==> src/rtl/as2650_pkg.sv <==
// Shared definitions for the AS2650 system-bus controller: bus FSM states,
// address-space encoding and wait-state limits.
package as2650_pkg;

  typedef enum logic [1:0] {
    IDLE = 2'd0,
    WAIT = 2'd1,
    ACK  = 2'd2
  } bus_state_t;

  localparam logic        SPACE_MEM = 1'b1;
  localparam logic        SPACE_IO  = 1'b0;
  localparam int unsigned MAX_WAIT  = 15;
  localparam int          CNT_W     = 4;

  // Out-of-range wait parameters saturate rather than wrap.
  function automatic logic [CNT_W-1:0] wait_load(input int unsigned w);
    return (w > MAX_WAIT) ? CNT_W'(MAX_WAIT) : CNT_W'(w);
  endfunction

endpackage

==> src/rtl/as2650_irq_prio.sv <==
// Interrupt capture and acknowledge for the AS2650 bus controller: per-channel
// synchronisers, rising-edge pending latches, lowest-index priority and vector.
module as2650_irq_prio
  import as2650_pkg::*;
#(
  parameter int unsigned N_IRQ    = 4,
  parameter logic [7:0]  VEC_BASE = 8'h00
) (
  input  logic             clk,
  input  logic             reset,
  input  logic [N_IRQ-1:0] irq,
  input  logic             inta,
  output logic             intr,
  output logic [7:0]       vec,
  output logic             vec_oe
);

  logic [N_IRQ-1:0] sync1, sync2, sync3;
  logic [N_IRQ-1:0] pending;
  logic [N_IRQ-1:0] rise;
  logic [N_IRQ-1:0] clr;
  logic             inta_q;
  logic             inta_rise;
  logic [2:0]       k;

  assign rise      = sync2 & ~sync3;
  assign inta_rise = inta & ~inta_q;
  assign intr      = |pending;

  always_comb begin
    k = 3'd0;
    for (int i = N_IRQ - 1; i >= 0; i--) begin
      if (pending[i]) k = 3'(i);
    end
  end

  always_comb begin
    clr = '0;
    for (int i = 0; i < N_IRQ; i++) begin
      clr[i] = inta_rise & pending[i] & (k == 3'(i));
    end
  end

  always_ff @(posedge clk or posedge reset) begin
    if (reset) begin
      sync1   <= '0;
      sync2   <= '0;
      sync3   <= '0;
      pending <= '0;
      inta_q  <= 1'b0;
      vec     <= 8'h00;
      vec_oe  <= 1'b0;
    end else begin
      sync1   <= irq;
      sync2   <= sync1;
      sync3   <= sync2;
      // A fresh edge outranks an acknowledge clearing the same channel.
      pending <= (pending & ~clr) | rise;
      inta_q  <= inta;
      vec_oe  <= inta;
      if (inta_rise) vec <= VEC_BASE + 8'({k, 1'b0});
    end
  end

endmodule

==> src/rtl/as2650_sysbus.sv <==
// AS2650 system-bus controller: opack generation with per-space wait states and
// ext_rdy stretch; interrupt logic present only when AS2650_SYSBUS_IRQ_EN is defined.
//
// state | meaning
// IDLE  | no request in progress, selects low
// WAIT  | request latched, counting wait states while ext_rdy=1
// ACK   | wait done, opack asserted until opreq drops
module as2650_sysbus
  import as2650_pkg::*;
#(
  parameter int unsigned ADDR_W   = 13,
  parameter int unsigned MEM_WAIT = 0,
  parameter int unsigned IO_WAIT  = 2,
  parameter int unsigned N_IRQ    = 4,
  parameter logic [7:0]  VEC_BASE = 8'h00
) (
  input  logic              clk,
  input  logic              reset,
  input  logic              opreq,
  input  logic              m_io,
  input  logic              rw,
  input  logic [ADDR_W-1:0] adr,
  input  logic              ext_rdy,
  output logic              opack,
  output logic              mem_cs,
  output logic              io_cs,
  output logic              bus_we,
  output logic [ADDR_W-1:0] bus_adr,
  input  logic [N_IRQ-1:0]  irq,
  input  logic              inta,
  output logic              intr,
  output logic [7:0]        vec,
  output logic              vec_oe
);

  localparam logic [CNT_W-1:0] MEM_W = wait_load(MEM_WAIT);
  localparam logic [CNT_W-1:0] IO_W  = wait_load(IO_WAIT);

  bus_state_t       state, state_nx;
  logic [CNT_W-1:0] cnt, cnt_nx;
  logic [CNT_W-1:0] w_sel;
  logic             accept;
  logic             opack_nx;

  always_comb begin
    state_nx = state;
    cnt_nx   = cnt;
    accept   = 1'b0;
    opack_nx = 1'b0;
    w_sel    = (m_io == SPACE_MEM) ? MEM_W : IO_W;
    case (state)
      IDLE: begin
        if (opreq) begin
          accept   = 1'b1;
          cnt_nx   = w_sel;
          state_nx = (w_sel == '0) ? ACK : WAIT;
        end
      end
      WAIT: begin
        if (!opreq) begin
          state_nx = IDLE;
          cnt_nx   = '0;
        end else if (ext_rdy) begin
          cnt_nx = cnt - CNT_W'(1);
          if (cnt == CNT_W'(1)) state_nx = ACK;
        end
      end
      ACK: begin
        if (!opreq) state_nx = IDLE;
        else        opack_nx = 1'b1;
      end
      default: state_nx = IDLE;
    endcase
  end

  always_ff @(posedge clk or posedge reset) begin
    if (reset) begin
      state   <= IDLE;
      cnt     <= '0;
      opack   <= 1'b0;
      mem_cs  <= 1'b0;
      io_cs   <= 1'b0;
      bus_we  <= 1'b0;
      bus_adr <= '0;
    end else begin
      state <= state_nx;
      cnt   <= cnt_nx;
      opack <= opack_nx;
      if (accept) begin
        mem_cs  <= (m_io == SPACE_MEM);
        io_cs   <= (m_io == SPACE_IO);
        bus_we  <= rw;
        bus_adr <= adr;
      end else if (state_nx == IDLE) begin
        mem_cs <= 1'b0;
        io_cs  <= 1'b0;
      end
    end
  end

`ifdef AS2650_SYSBUS_IRQ_EN
  as2650_irq_prio #(
    .N_IRQ    (N_IRQ),
    .VEC_BASE (VEC_BASE)
  ) u_irq_prio (
    .clk    (clk),
    .reset  (reset),
    .irq    (irq),
    .inta   (inta),
    .intr   (intr),
    .vec    (vec),
    .vec_oe (vec_oe)
  );
`else
  logic unused_irq;
  assign unused_irq = ^{irq, inta};
  assign intr       = 1'b0;
  assign vec        = 8'h00;
  assign vec_oe     = 1'b0;
`endif

endmodule

==> config.mk <==
export PLATFORM = sky130hd
export DESIGN_NAME = as2650_sysbus
export DESIGN_NICKNAME = d
export VERILOG_FILES = /design/src/rtl/as2650_pkg.sv /design/src/rtl/as2650_irq_prio.sv /design/src/rtl/as2650_sysbus.sv
export SDC_FILE = /design/constraint.sdc
export NUM_CORES = 1
export LEC_CHECK = 0
export ABC_AREA = 0
export BUFFER_PORTS_ARGS = -buffer_cell sky130_fd_sc_hd__buf_2
export CAP_MARGIN = 40
export CORE_ASPECT_RATIO = 0.75
export CORE_MARGIN = 2
export CORE_UTILIZATION = 50
export CTS_BUF_LIST = sky130_fd_sc_hd__clkbuf_8
export DETAILED_ROUTE_END_ITERATION = 16
export MAX_ROUTING_LAYER = met4
export PLACE_DENSITY = 0.83
export SYNTH_ARGS = -nofsm -noshare
export SYNTH_HDL_FRONTEND = slang
export SYNTH_SLANG_ARGS = --single-unit
export TNS_END_PERCENT = 1
==> constraint.sdc <==
create_clock -name clk -period 3.2 [get_ports clk]
set_input_delay 0.16 -clock clk [delete_from_list [all_inputs] [get_ports clk]]
set_output_delay 0.16 -clock clk [all_outputs]
set_load 0.01 [all_outputs]
# After elaboration in Yosys (flattened, before gate mapping)

Index checks and enable logic that the tools add are counted.

Add/subtract/negate cells: 1
Eq/ne operators: 5
Mux-type cells: 18
Bitwise operators: 1
Reduce and logical (&&, ||, !) cells: 6

Operators by type and width:

| operator              | number |
|---|---|
| $mux W2               | 7 |
| $mux W4               | 3 |
| $pmux W4 S2           | 1 |
| $mux W1               | 6 |
| $pmux W2 S3           | 1 |
| $eq A4 B1 Y1 const B  | 1 |
| $logic_not A2 Y1      | 2 |
| $logic_not A4 Y1      | 1 |
| $reduce_bool A2 Y1    | 2 |
| $sub A4 B1 Y4 const B | 1 |
| $ne A3 B3 Y1 const B  | 1 |
| $reduce_and A3 Y1     | 1 |
| $eq A2 B1 Y1 const B  | 1 |
| $eq A2 B2 Y1 const B  | 1 |
| $ne A2 B2 Y1 const B  | 1 |
| $not A1 Y1            | 1 |

Register bits: 23
Input bits: 24
Output and inout port bits: 27

# Depth between registers and ports, before layout

Depth after elaboration: 8
Depth in mapped cells: 5
Depth with buffers taken out: 5

# Worst setup path after synthesis

No wires, ideal clock.

Kind: register to register
From: register state[0]
To: register bus_adr[0]
Library setup time: 0.125 ns
Arrival: 1.288 ns
Setup slack: 1.787 ns
Stages on the path, launching flop included: 5
Path buffers: 2
Clock period less this slack: 1.413 ns
Cell sequence: dfrtp_1 buf_6 nor3b_4 buf_12 mux2_4

Word-level cells in the longest chain between the ends: 2

Ends and longest elaborated chain:

| element                | line                | RTL |
|---|---|---|
| from (decl)            | as2650_sysbus.sv:39 | `bus_state_t state, state_nx;` |
| from (signal assigned) | as2650_sysbus.sv:86 | `state <= state_nx;` |
| $logic_not A2 Y1       | as2650_sysbus.sv:51 | `case (state)` |
| $mux W1                | as2650_sysbus.sv:51 |  |
| to (signal assigned)   | as2650_sysbus.sv:93 | `bus_adr <= adr;` |
| to (decl)              | as2650_sysbus.sv:28 | `output logic [ADDR_W-1:0] bus_adr,` |

No other way between the ends.
A chain may end at the register's enable or synchronous reset.

# Worst setup path after layout

From: register state[1]
To: register bus_adr[12]

The elaborated chain is that of the path after synthesis.

==> flow_summary.json <==
{
  "outcome": "finished clean",
  "drtIter0Drc": 11,
  "layout_common_cells": "buf_2, dfrtp_1, conb_1",
  "ys_ff_latch": 23,
  "fin_crit_sh": 0.581,
  "htreeDepth": 1,
  "cts_buffers": 3,
  "utilization": 0.619,
  "rows": 15,
  "hold-path-cell-count": 2,
  "r2r-start": "state[1]",
  "syn_area_mm2": 0.00119,
  "tns_ps": 0,
  "cap_viol_max_count": 0,
  "numPortBuffers": 35,
  "irDropWorstVdd_v": 0.000475,
  "antenna_found_initial": 0,
  "grt_use_total": 0.164,
  "synth_area_per_cell_um2": 13.0,
  "hold_class": "input port to flop",
  "hp-start": "adr[1]",
  "required_ps": 3340,
  "synth_top_area_frac": 0.483,
  "fillerInstances": 196,
  "power.density_mw_per_mm2": 559,
  "ant_nets": 0,
  "dr.pass1.iters": 4,
  "clockBufferDepth": 2,
  "setup_viol": 0,
  "wl_um": 2040,
  "fin_crit_ps": 1860,
  "initial_core_util": 0.525,
  "rsz0062_at_grt": "false",
  "core_area_mm2": 0.00227,
  "root_buffer": "clkbuf_8",
  "mostFrequentLayoutCell": "buf_2",
  "ioPinCount": 51,
  "reg2reg_slack_ps": 1340,
  "worstSkewPairLatency_ps": 260,
  "gp_congestion": 0.794,
  "post_route_cells_drive_above_1_share": 0.445,
  "cp-end-kind": "flop",
  "cp_max_fo": 15,
  "drc_errors": 0,
  "yosys_warnings": 0,
  "synthFlopType": "dfrtp_1",
  "dr_total_vias": 795,
  "cts_tree": "built",
  "syn_to_final_growth_pct": 17.8,
  "fmax_ghz": 0.538,
  "synth_seq_area_share": 0.483,
  "tightest_slew_ps": 928,
  "cts_repair_resize_count": 0,
  "slew-limit-headroom": 0.380,
  "wl_per_cell_um": 12.6,
  "grt_pass1_vias": 722,
  "timing_worst_setup_path_type": "flop to flop",
  "antenna_cells": 0,
  "die_w_um": 60.4,
  "syn_inst": 92,
  "yosysTopAreaCell": "dfrtp_1",
  "rr_endpoint": "bus_adr[12]",
  "grt_max_degree": 19,
  "rr_worst_depth": 2,
  "synth_edf_count": 0,
  "dieArea_mm2": 0.00280,
  "ys_types": 36,
  "min_to": "bus_adr[1]",
  "clkTransAtPathRegs_ps": 80,
  "final_max_slew_viol_count": 0,
  "grt_pass1_wl_um": 3170,
  "globalRouteOverflowTotal": 0,
  "clock_sinks": 23,
  "async_reset_ff_frac": 1.00,
  "cellLeakagePower_nw": 0.707,
  "drt-vias-per-instance": 4.91,
  "fp.dieH_um": 46.3,
  "critPathArrivalTime_ps": 2010,
  "synth.area.top_cells": "dfrtp_1, mux2_4, buf_4, mux2_2, ha_1",
  "hold_viol": 0,
  "dp_hpwl_um": 1510,
  "crit_path_start_kind": "flop",
  "finClkSkew_ps": 6.32,
  "post-cts-setup-buffers": 0,
  "final_nets": 155
}
## critical path, stage by stage, from the launching register on
cell and delay, ps:
dfrtp_1 510, nor3b_4 810, mux2_2 420
## cell usage after synthesis (all sizes together) (2+ instances only)
cell type,count
and2b,2
and3b,2
buf,14
dfrtp,23
ha,2
inv,5
mux2,15
mux2i,2
nand2,3
nand3b,2
nand4b,2
nor3,2
o21ai,2
## worst max path at each step
| stage | from | end | depth (start not counted) |
|---|---|---|---|
| 6_report | state[1] | bus_adr[12] | 2 |
| 5_1_grt | state[0] | bus_adr[10] | 2 |
| 4_1_cts | state[0] | bus_adr[12] | 2 |
| 3_5_place_dp | state[0] | bus_adr[12] | 2 |
| 3_3_place_gp | state[1] | bus_adr[12] | 2 |
| 2_1_floorplan | state[0] | bus_adr[0] | 4 |
## cell type report
class                      instances  area, um2  area share
sequential                        23        576       0.410
multi-input combinational         59        509       0.362
timing repair buffer              37        213       0.151
tap                               34       42.5      0.0303
clock buffer                       3       41.3      0.0294
inverter                           5       18.8      0.0134
clock inverter                     1       5.00     0.00356
## kinds of logic (layout without fill, tap and decap cells)
group,Yosys count,count (layout),share of synthesized area
flops,23,23,0.483
simple gates,21,21,0.133
compound gates,9,9,0.0546
fa+ha+maj,2,2,0.0210
buf+inv,19,46,0.119
other cells,1,10,0.00314
mux,17,17,0.187
## flip-flops by register name, indices dropped and copies added (netlist names)
register and cells:
bus_adr 13, bus_we 1, cnt 4, io_cs 1
mem_cs 1, opack 1, state 2
## timing repair
item | 4_1_cts | 5_1_grt
endpoints found under the hold margin | 5 | 0
hold buffers | 1 | 0
endpoints found under the setup margin | 0 | 0
## report_power, final
part	leakage (nW)	switching [mW]	internal [mW]	total [mW]
Clock	0.0255	0.0883	0.0867	0.175
Combinational	0.399	0.100	0.124	0.224
Sequential	0.283	0.0398	0.346	0.386
## per-stage QoR
| step | hold WS (ps) | std cells | instance area (um2) | power, mW | setup slack (ps) |
|---|---|---|---|---|---|
| 5_1_grt | 117 | 162 | 1410 | 0.837 | 1240 |
| 3_3_place_gp | 368 | 156 | 1320 | 0.601 | 1410 |
| 3_5_place_dp | 116 | 157 | 1350 | 0.615 | 1350 |
| 4_1_cts | 120 | 162 | 1410 | 0.798 | 1320 |
| 6_report | 124 | 162 | 1410 | 0.785 | 1340 |
| 2_1_floorplan | 162 | 101 | 1230 | 0.551 | 1790 |
## metal layers
layer,up-vias,wire length [um],track usage
met4,0,10,0.0267
met5,-,0,-
met2,36,960,0.291
met1,383,917,0.178
li1,374,-,-
met3,2,150,0.0618
Power figures use the tool's default switching activity.
